File: config.mk
export PLATFORM = sky130hd
export DESIGN_NAME = syn_sram_rmw_ctrl
export DESIGN_NICKNAME = d
export VERILOG_FILES = /design/src/rtl/snn_syn_pkg.sv /design/src/rtl/syn_sat_add.sv /design/src/rtl/syn_sram_rmw_ctrl.sv
export SDC_FILE = /design/constraint.sdc
export NUM_CORES = 1
export LEC_CHECK = 0
export ABC_AREA = 0
export CAP_MARGIN = 20
export CORE_UTILIZATION = 35
export CTS_BUF_LIST = sky130_fd_sc_hd__clkbuf_4 sky130_fd_sc_hd__clkbuf_8
export DETAILED_ROUTE_END_ITERATION = 8
export GPL_TIMING_DRIVEN = 0
export HOLD_SLACK_MARGIN = 0.02
export PLACE_DENSITY = 0.73
export SLEW_MARGIN = 20
export SYNTH_ARGS = -nofsm -noshare
export SYNTH_HDL_FRONTEND = slang
export SYNTH_SLANG_ARGS = --single-unit
export TNS_END_PERCENT = 50
File: constraint.sdc
create_clock -name CK -period 3.2 [get_ports CK]
set_clock_uncertainty 0.15 [all_clocks]
set_input_delay 0.96 -clock CK [delete_from_list [all_inputs] [get_ports CK]]
set_output_delay 0.96 -clock CK [all_outputs]
set_load 0.005 [all_outputs]
File: src/rtl/snn_syn_pkg.sv
// Shared types and constants for the synaptic SRAM read-modify-write controller.
// SYN_WEIGHT_SIGNED_EN selects two's complement weight clamp bounds.
package snn_syn_pkg;

   typedef enum logic [1:0] {
      ST_IDLE = 2'd0,
      ST_RD   = 2'd1,
      ST_CALC = 2'd2,
      ST_WR   = 2'd3
   } state_t;

   localparam logic OP_READ   = 1'b0;
   localparam logic OP_UPDATE = 1'b1;

   function automatic int clamp_lo(input int w);
`ifdef SYN_WEIGHT_SIGNED_EN
      return -(32'sd1 <<< (w - 32'sd1));
`else
      return 32'sd0;
`endif
   endfunction

   function automatic int clamp_hi(input int w);
`ifdef SYN_WEIGHT_SIGNED_EN
      return (32'sd1 <<< (w - 32'sd1)) - 32'sd1;
`else
      return (32'sd1 <<< w) - 32'sd1;
`endif
   endfunction

endpackage

File: src/rtl/syn_sat_add.sv
// Extracts one weight lane, adds a signed increment and saturates the result.
// SYN_WEIGHT_SIGNED_EN treats the lane as two's complement.
module syn_sat_add
   import snn_syn_pkg::*;
#(
   parameter int DATA_WIDTH = 32,
   parameter int W_BITS     = 4,
   parameter int IDX_WIDTH  = 3
) (
   input  logic [DATA_WIDTH-1:0] word_i,
   input  logic [IDX_WIDTH-1:0]  idx_i,
   input  logic [W_BITS:0]       delta_i,
   output logic [W_BITS-1:0]     field_o
);

   localparam int LO = clamp_lo(W_BITS);
   localparam int HI = clamp_hi(W_BITS);

   logic [W_BITS-1:0]        field_s;
   logic signed [W_BITS+1:0] field_ext_s;
   logic signed [W_BITS+1:0] delta_ext_s;
   logic signed [W_BITS+1:0] sum_s;

   // Two guard bits keep the widest sum from overflowing before the clamp.
   always_comb begin
      field_s = word_i[idx_i*W_BITS +: W_BITS];
`ifdef SYN_WEIGHT_SIGNED_EN
      field_ext_s = {{2{field_s[W_BITS-1]}}, field_s};
`else
      field_ext_s = {2'b00, field_s};
`endif
      delta_ext_s = {delta_i[W_BITS], delta_i};
      sum_s       = field_ext_s + delta_ext_s;
      if (int'(sum_s) < LO) begin
         field_o = LO[W_BITS-1:0];
      end else if (int'(sum_s) > HI) begin
         field_o = HI[W_BITS-1:0];
      end else begin
         field_o = sum_s[W_BITS-1:0];
      end
   end

endmodule

File: src/rtl/syn_sram_rmw_ctrl.sv
// Serialises word reads and saturating per-synapse read-modify-write updates
// onto one synaptic SRAM port. SYN_WEIGHT_SIGNED_EN selects signed weights.
module syn_sram_rmw_ctrl
   import snn_syn_pkg::*;
#(
   parameter  int ADDR_WIDTH   = 8,
   parameter  int DATA_WIDTH   = 32,
   parameter  int W_BITS       = 4,
   localparam int SYN_PER_WORD = DATA_WIDTH / W_BITS,
   localparam int IDX_WIDTH    = $clog2(SYN_PER_WORD)
) (
   input  logic                  CK,
   input  logic                  RST,
   input  logic                  REQ_VALID,
   output logic                  REQ_READY,
   input  logic                  REQ_OP,
   input  logic [ADDR_WIDTH-1:0] REQ_ADDR,
   input  logic [IDX_WIDTH-1:0]  REQ_IDX,
   input  logic [W_BITS:0]       REQ_DELTA,
   output logic                  RSP_VALID,
   output logic [DATA_WIDTH-1:0] RSP_DATA,
   output logic                  SRAM_CS,
   output logic                  SRAM_WE,
   output logic [ADDR_WIDTH-1:0] SRAM_A,
   output logic [DATA_WIDTH-1:0] SRAM_D,
   input  logic [DATA_WIDTH-1:0] SRAM_Q
);

   state_t                state_q, state_d;
   logic                  op_q, op_d;
   logic [IDX_WIDTH-1:0]  idx_q, idx_d;
   logic [W_BITS:0]       delta_q, delta_d;
   logic [ADDR_WIDTH-1:0] a_q, a_d;
   logic                  cs_q, cs_d;
   logic                  we_q, we_d;
   logic [DATA_WIDTH-1:0] d_q, d_d;
   logic                  rsp_valid_q, rsp_valid_d;
   logic [DATA_WIDTH-1:0] rsp_data_q, rsp_data_d;
   logic [W_BITS-1:0]     new_field_s;
   logic [DATA_WIDTH-1:0] merged_s;

   syn_sat_add #(
      .DATA_WIDTH (DATA_WIDTH),
      .W_BITS     (W_BITS),
      .IDX_WIDTH  (IDX_WIDTH)
   ) u_sat_add (
      .word_i  (SRAM_Q),
      .idx_i   (idx_q),
      .delta_i (delta_q),
      .field_o (new_field_s)
   );

   // Next-state and registered-output decode; strobes default low each cycle.
   always_comb begin
      state_d     = state_q;
      op_d        = op_q;
      idx_d       = idx_q;
      delta_d     = delta_q;
      a_d         = a_q;
      cs_d        = 1'b0;
      we_d        = 1'b0;
      d_d         = d_q;
      rsp_valid_d = 1'b0;
      rsp_data_d  = rsp_data_q;
      merged_s    = SRAM_Q;
      merged_s[idx_q*W_BITS +: W_BITS] = new_field_s;
      case (state_q)
         ST_IDLE: begin
            if (REQ_VALID) begin
               op_d    = REQ_OP;
               idx_d   = REQ_IDX;
               delta_d = REQ_DELTA;
               a_d     = REQ_ADDR;
               cs_d    = 1'b1;
               state_d = ST_RD;
            end else begin
               state_d = ST_IDLE;
            end
         end
         ST_RD: begin
            state_d = ST_CALC;
         end
         ST_CALC: begin
            if (op_q == OP_READ) begin
               rsp_data_d  = SRAM_Q;
               rsp_valid_d = 1'b1;
               state_d     = ST_IDLE;
            end else begin
               d_d     = merged_s;
               cs_d    = 1'b1;
               we_d    = 1'b1;
               state_d = ST_WR;
            end
         end
         ST_WR: begin
            state_d = ST_IDLE;
         end
         default: begin
            state_d = ST_IDLE;
         end
      endcase
   end

   // State and output registers; reset aborts any operation in flight.
   always_ff @(posedge CK) begin
      if (RST) begin
         state_q     <= ST_IDLE;
         op_q        <= OP_READ;
         idx_q       <= '0;
         delta_q     <= '0;
         a_q         <= '0;
         cs_q        <= 1'b0;
         we_q        <= 1'b0;
         d_q         <= '0;
         rsp_valid_q <= 1'b0;
         rsp_data_q  <= '0;
      end else begin
         state_q     <= state_d;
         op_q        <= op_d;
         idx_q       <= idx_d;
         delta_q     <= delta_d;
         a_q         <= a_d;
         cs_q        <= cs_d;
         we_q        <= we_d;
         d_q         <= d_d;
         rsp_valid_q <= rsp_valid_d;
         rsp_data_q  <= rsp_data_d;
      end
   end

   assign REQ_READY = (state_q == ST_IDLE) & ~RST;
   assign RSP_VALID = rsp_valid_q;
   assign RSP_DATA  = rsp_data_q;
   assign SRAM_CS   = cs_q;
   assign SRAM_WE   = we_q;
   assign SRAM_A    = a_q;
   assign SRAM_D    = d_q;

endmodule

==> results of run 1 <==
[cells by family after synthesis]
kind of cell / Yosys count / synth area share (%)
AND/OR/NAND/NOR: 210 / 23.5
buffers and inverters: 38 / 4.48
AO/OA/AOI/OAI: 116 / 20.2
multiplexers: 8 / 4.68
flip-flops: 86 / 44.7
adder cells (fa/ha/maj): 7 / 2.47
[through the flow]
| step | setup TNS, ns | cells | area (um2) | utilization, % | power [mW] |
|---|---|---|---|---|---|
| after floorplan | -0.0722 | 465 | 3880 | - | 1.39 |
| after global placement | -25.62 | 727 | 5310 | 50.6 | 1.59 |
| after detailed placement | -26.52 | 727 | 5310 | 50.6 | 1.60 |
| after CTS | -0.0589 | 752 | 5660 | 53.8 | 2.32 |
| after global routing | -0.0130 | 757 | 5780 | 55.0 | 2.46 |
| final | -0.00341 | 757 | 5780 | 55.0 | 2.35 |
[final cells by class]
class / count / area [um2] / area share (%)
multi-input cells: 341 / 2180 / 37.8
flip-flops and latches: 86 / 1720 / 29.8
repair buffers: 141 / 1360 / 23.4
well taps: 136 / 170 / 2.94
plain buffers: 33 / 161 / 2.79
clock buffers: 12 / 153 / 2.64
clock inverters: 4 / 22.5 / 0.390
inverters: 4 / 15.0 / 0.260
[tightest hold or removal path, delay by kind of cell (launching register included)]
kind,cells,cell delay (ns)
AO/OA/AOI/OAI,1,0.05
flip-flops,1,0.31
AND/OR/NAND/NOR,1,0.05
[metal layers]
layer / up-vias / track usage (%)
met3: 26 / 6.50
met1: 1940 / 29.8
met4: 0 / 10.6
met5: - / 0
li1: 1944 / -
met2: 179 / 38.3
[sequential cells by signal, summed over array words and instances (netlist names)]
register   flops
RSP_DATA      32
SRAM_D        32
SRAM_A         8
delta_q        5
idx_q          3
state_q        2
RSP_VALID      1
SRAM_CS        1
SRAM_WE        1
op_q           1
[layout by cell type (no fill, tap or decap), drive strengths merged, types with 2 or more instances in the layout]
master	netlist	final
clkdlybuf4s15	0	10
nor3	24	24
buf	8	32
and3	3	3
nand3b	6	6
ha	6	6
nand2	116	116
o21bai	2	2
a211oi	9	9
a21oi	72	72
clkbuf	25	48
o21ai	5	5
dfxtp	86	86
mux4	8	8
nand3	4	4
inv	4	4
nor2b	4	4
clkdlybuf4s50	0	94
clkinv	0	3
nor2	41	41
a221oi	23	23
nand4	5	5
[worst min path at each step]
stage / end / start / cells past startpoint
2_1_floorplan: delta_q[3] / delta_q[3] / 2
3_3_place_gp: RSP_DATA[22] / RSP_DATA[22] / 2
3_5_place_dp: RSP_DATA[15] / RSP_DATA[15] / 2
4_1_cts: RSP_DATA[22] / RSP_DATA[22] / 2
5_1_grt: RSP_DATA[22] / RSP_DATA[22] / 2
6_report: SRAM_A[4] / SRAM_A[4] / 2
[report_power, final]
group	switching (mW)	internal [mW]	total (mW)	leakage, nW
sequential	0.0217	1.10	1.12	0.697
clock	0.379	0.317	0.696	0.0930
combinational	0.288	0.247	0.534	1.23
[repair_timing]
action	in CTS	in global routing
setup buffers	10	5
pin swaps	14	17
setup endpoints to repair	33	31
resized for setup	83	81
==> impl_metrics.py, run 1 <==
metrics = {
    "finish": {
        "fillers": 958,
        "area_growth_pct": 50.1,
        "final_nets": 675,
        "drive_above_1_share_pct": 19.6,
        "diodes": 0,
    },
    "timing": {
        "period_needed_ns": 3.20,
        "min_period_over_period_pct": 100,
        "setup_violations": 1,
        "fmax_mhz": 312,
        "hold_viol_final": 0,
        "slew_viol_final": 0,
        "whs_ns": 0.312,
        "worst_slew_pin_slew_ns": 0.941,
        "fin_ws_ns": -0.00341,
        "slew_headroom_pct": 37.1,
        "rsz0062_at_grt": "yes",
    },
    "clocking": {
        "ctsHoldBuffers": 0,
        "cts_buffers": 9,
        "clock_latency_ns": 0.36,
        "cts_buffer_depth": 2,
        "clkSinkCount": 86,
        "h-tree-depth": 3,
        "cts_tree": "built",
        "clk_pin_slew_ns": 0.08,
        "root_buffer": "clkbuf_8",
    },
    "worst_setup_path": {
        "critPathBufInv": 2,
        "required_ns": 3.29,
        "crit-reg2reg-launch": "idx_q[0]",
        "cp_common_cell": "nand2_2",
        "timing.critical_path.from": "SRAM_Q[9]",
        "worstSetupPathType": "input port to flop",
        "crit_chain": "clkdlybuf4s15_1 > mux4_2 > nand2_2 > nand2_2 > fa_2 > nand3_4 > and3_4 > buf_12 > o21bai_4 > a221oi_2 > nor3_1",
        "slowest_stage": "mux4_2",
        "r2r_slack_ns": 0.08,
        "worstSetupStartpointType": "input port",
        "worst_r2r_endpoint": "SRAM_D[9]",
        "crit_family": "simple AND/OR/NAND/NOR gates",
        "cpPeakStageDelay_ns": 0.53,
        "critPathArrivalTime_ns": 3.29,
        "worstPathMaxFanout": 8,
        "cp.depth": 11,
        "worstRegToRegCells": 12,
        "end_kind": "flop",
        "crit_path_end": "SRAM_D[9]",
    },
    "synthesis": {
        "synth_edf_count": 0,
        "synth.top_cell.area_share_pct": 44.7,
        "syn_inst": 465,
        "async_reset_ff_share_pct": 0,
        "synth_area_um2": 3850,
        "netlist_top_cells_area": "dfxtp_1 (45%), nand2_1 (11%), a21oi_1 (9.2%)",
        "synth.most_common_cell": "nand2_1",
        "synth_flop_cell": "dfxtp_1",
        "synth_area_leader_cell": "dfxtp_1",
        "synth_common_cells": "nand2_1 (116), dfxtp_1 (86), a21oi_1 (71)",
        "ys_seq_area_share_pct": 44.7,
        "yosysUniqueCellTypes": 42,
        "ys_seq_elements": 86,
        "avgSynthCellArea_um2": 8.28,
        "synth_nets": 524,
        "yosysWarnings": 0,
    },
    "grt": {
        "grt_use_total_pct": 23.8,
        "grt_overflow": 0,
        "antenna_found_initial": 0,
        "grt_max_degree": 14,
        "grt_pass1_wl_um": 20500,
        "grt_pass1_vias": 3961,
    },
    "floorplan": {
        "start_util_pct": 36.7,
        "rows": 37,
        "coreArea_um2": 10500,
        "ioPinCount": 128,
        "chipHeight_um": 107,
        "die_w_um": 107,
        "dieArea_um2": 11400,
    },
    "routing": {
        "dr_wl_met2_um": 6280,
        "dr.max_layer_used": "met4",
        "wirelength_um": 13400,
        "num_vias": 4089,
        "first_pass_iters": 5,
        "wl_per_cell_um": 17.7,
        "wl_met1_um": 5760,
        "wl_met3_um": 1010,
        "drtIter0Drc": 219,
        "viasPerCell": 5.40,
        "drcViolationCount": 0,
        "ant_nets": 0,
    },
    "power": {
        "leakage_nw": 2.02,
        "vdd_drop_max_mv": 0.210,
        "power_density_nw_per_um2": 407,
    },
    "placed_design": {
        "routabilityCongestion": 0.881,
        "place_ws_ns": -0.909,
        "io_buffers": 126,
        "detailed_place_hpwl_um": 9920,
    },
    "worst_hold_path": {
        "hold_path.class": "flop to flop",
    },
    "flow_run": {
        "drv_cap": 0,
    },
    "status": {
        "status": "finished with violations",
        "failed_checks": "negative setup slack",
    },
}
Power figures use the tool's default switching activity.
==> run 2: changes to the inputs <==
Settings changed: CORE_UTILIZATION 35 to 38, PLACE_DENSITY 0.73 to 0.71.
==> run 2 against run 1 <==
The run still ends with negative setup slack left. Via count fell by 0.66%. Setup slack got worse by 0.013 ns. Clock power rose by 25%. First-iteration DRC count rose by 27%. Flip-flop and latch count did not move. Sequential share of layout area rose by 0.14 points. Non-clock buffer count fell by 6. Wire length fell by 3.1%. Largest cell class unchanged. Largest power group unchanged.
==> impl_metrics.py, run 2 (synthesized netlist as in run 1, its figures left out) <==
metrics = {
    "clocking": {
        "root_buffer": "clkbuf_8",
        "clkSinkCount": 86,
        "clock_latency_ns": 0.36,
        "cts_buffers": 9,
        "ctsHoldBuffers": 0,
        "h-tree-depth": 3,
        "clk_pin_slew_ns": 0.08,
        "cts_buffer_depth": 2,
        "cts_tree": "built",
    },
    "timing": {
        "worst_slew_pin_slew_ns": 0.886,
        "setup_violations": 1,
        "slew_headroom_pct": 40.8,
        "rsz0062_at_grt": "yes",
        "hold_viol_final": 0,
        "whs_ns": 0.306,
        "fin_ws_ns": -0.0161,
        "slew_viol_final": 0,
        "fmax_mhz": 311,
        "min_period_over_period_pct": 101,
        "period_needed_ns": 3.22,
    },
    "grt": {
        "grt_overflow": 0,
        "grt_max_degree": 15,
        "antenna_found_initial": 0,
        "grt_use_total_pct": 25.3,
        "grt_pass1_vias": 4022,
        "grt_pass1_wl_um": 19900,
    },
    "routing": {
        "wirelength_um": 13000,
        "first_pass_iters": 5,
        "drcViolationCount": 0,
        "drtIter0Drc": 279,
        "num_vias": 4062,
        "viasPerCell": 5.43,
        "wl_per_cell_um": 17.4,
        "ant_nets": 0,
    },
    "worst_setup_path": {
        "worstPathMaxFanout": 10,
        "critPathArrivalTime_ns": 2.11,
        "required_ns": 2.09,
        "cpPeakStageDelay_ns": 0.55,
        "end_kind": "output pin",
        "worstSetupStartpointType": "input port",
        "worstSetupPathType": "input port to output pin",
        "crit_family": "buffers and inverters",
        "slowest_stage": "clkdlybuf4s50_1",
        "critPathBufInv": 3,
        "crit_chain": "buf_6 > clkbuf_1 > nor3_1 > clkdlybuf4s50_1",
    },
    "finish": {
        "regArea_um2": 1720,
        "fillers": 919,
        "diodes": 0,
        "design_area_um2": 5760,
        "final_nets": 669,
        "area_growth_pct": 49.4,
        "final_common_cell": "nand2_1",
        "instances_no_fill": 748,
        "final_core_util_pct": 58.6,
        "multi_input_area_um2": 2240,
        "layout_common_cells": "nand2_1 (104), clkdlybuf4s50_1 (94), dfxtp_1 (86)",
        "drive_above_1_share_pct": 20.5,
    },
    "power": {
        "leakage_nw": 1.98,
        "power.total_mw": 2.52,
        "power_density_nw_per_um2": 438,
        "vdd_drop_max_mv": 0.262,
    },
    "placed_design": {
        "io_buffers": 126,
        "dpl_cell_area_um2": 5310,
        "detailed_place_hpwl_um": 9450,
        "routabilityCongestion": 0.907,
        "placedCellCount": 724,
    },
    "flow_run": {
        "drv_cap": 0,
    },
    "floorplan": {
        "die_w_um": 103,
        "coreArea_um2": 9820,
        "chipHeight_um": 103,
        "rows": 36,
        "ioPinCount": 128,
        "dieArea_um2": 10500,
        "start_util_pct": 39.2,
    },
    "worst_hold_path": {
        "hold_path.class": "flop to flop",
    },
    "status": {
        "failed_checks": "negative setup slack",
        "status": "finished with violations",
    },
}
==> run 2: where the power goes <==
group	switching, mW	leakage (nW)	internal [mW]
clock network	0.400	0.105	0.470
registers	0.0213	0.697	1.10
logic	0.289	1.18	0.237
total	0.710	1.98	1.81
==> run 2: layout make-up <==
cell class / instances / share of cell area, %
tap: 133 / 2.89
buffer: 33 / 2.78
clock buffer: 11 / 2.52
clock inverter: 5 / 1.43
sequential: 86 / 29.9
timing repair buffer: 135 / 21.3
multi-input combinational: 341 / 38.8
inverter: 4 / 0.261
==> run 2: what timing repair did <==
item | 4_1_cts | 5_1_grt
buffers inserted | 5 | 6
endpoints found under the setup margin | 32 | 33
hold endpoints to repair | 0 | 0
pin swaps | 15 | 31
gates resized for setup | 91 | 86
==> run 2: worst register-to-register path, cell delays in order, from the launching register on <==
cell and delay [ns]:
dfxtp_1 0.38, buf_6 0.20, mux4_2 0.54, nand2_2 0.08, nand2_2 0.06, ha_4 0.16
fa_2 0.41, nand3_4 0.12, and3_4 0.24, buf_12 0.11, o21bai_4 0.15, a221oi_4 0.31
nor3_1 0.06
==> run 2: metrics by stage <==
| stage | worst slack [ns] | setup TNS [ns] |
|---|---|---|
| 6_report | -0.0161 | -0.0161 |
| 5_1_grt | -0.0696 | -0.456 |
| 4_1_cts | -0.00564 | -0.00953 |
| 3_5_place_dp | -0.879 | -24.60 |
| 3_3_place_gp | -0.816 | -23.84 |
| 2_1_floorplan | -0.0124 | -0.0722 |
==> run 2: metal layers <==
metal / wire length [um] / share of wire (%) / up-vias / track usage (%)
li1: - / - / 1925 / -
met1: 5150 / 40 / 1900 / 30.9
met2: 6330 / 49 / 202 / 42.3
met3: 1210 / 9.3 / 35 / 6.58
met4: 321 / 2.5 / 0 / 10.8
met5: 0 / 0 / - / 0
==> run 2: final timing paths <==
path | from | end | slack [ns] | cells after the start
worst min register to register | SRAM_A[1] | SRAM_A[1] | 0.31 | 2
worst max register to register | idx_q[0] | SRAM_D[24] | 0.08 | 12
worst min-delay path | SRAM_A[1] | SRAM_A[1] | 0.31 | 2
worst max-delay path | RST | REQ_READY | -0.02 | 4
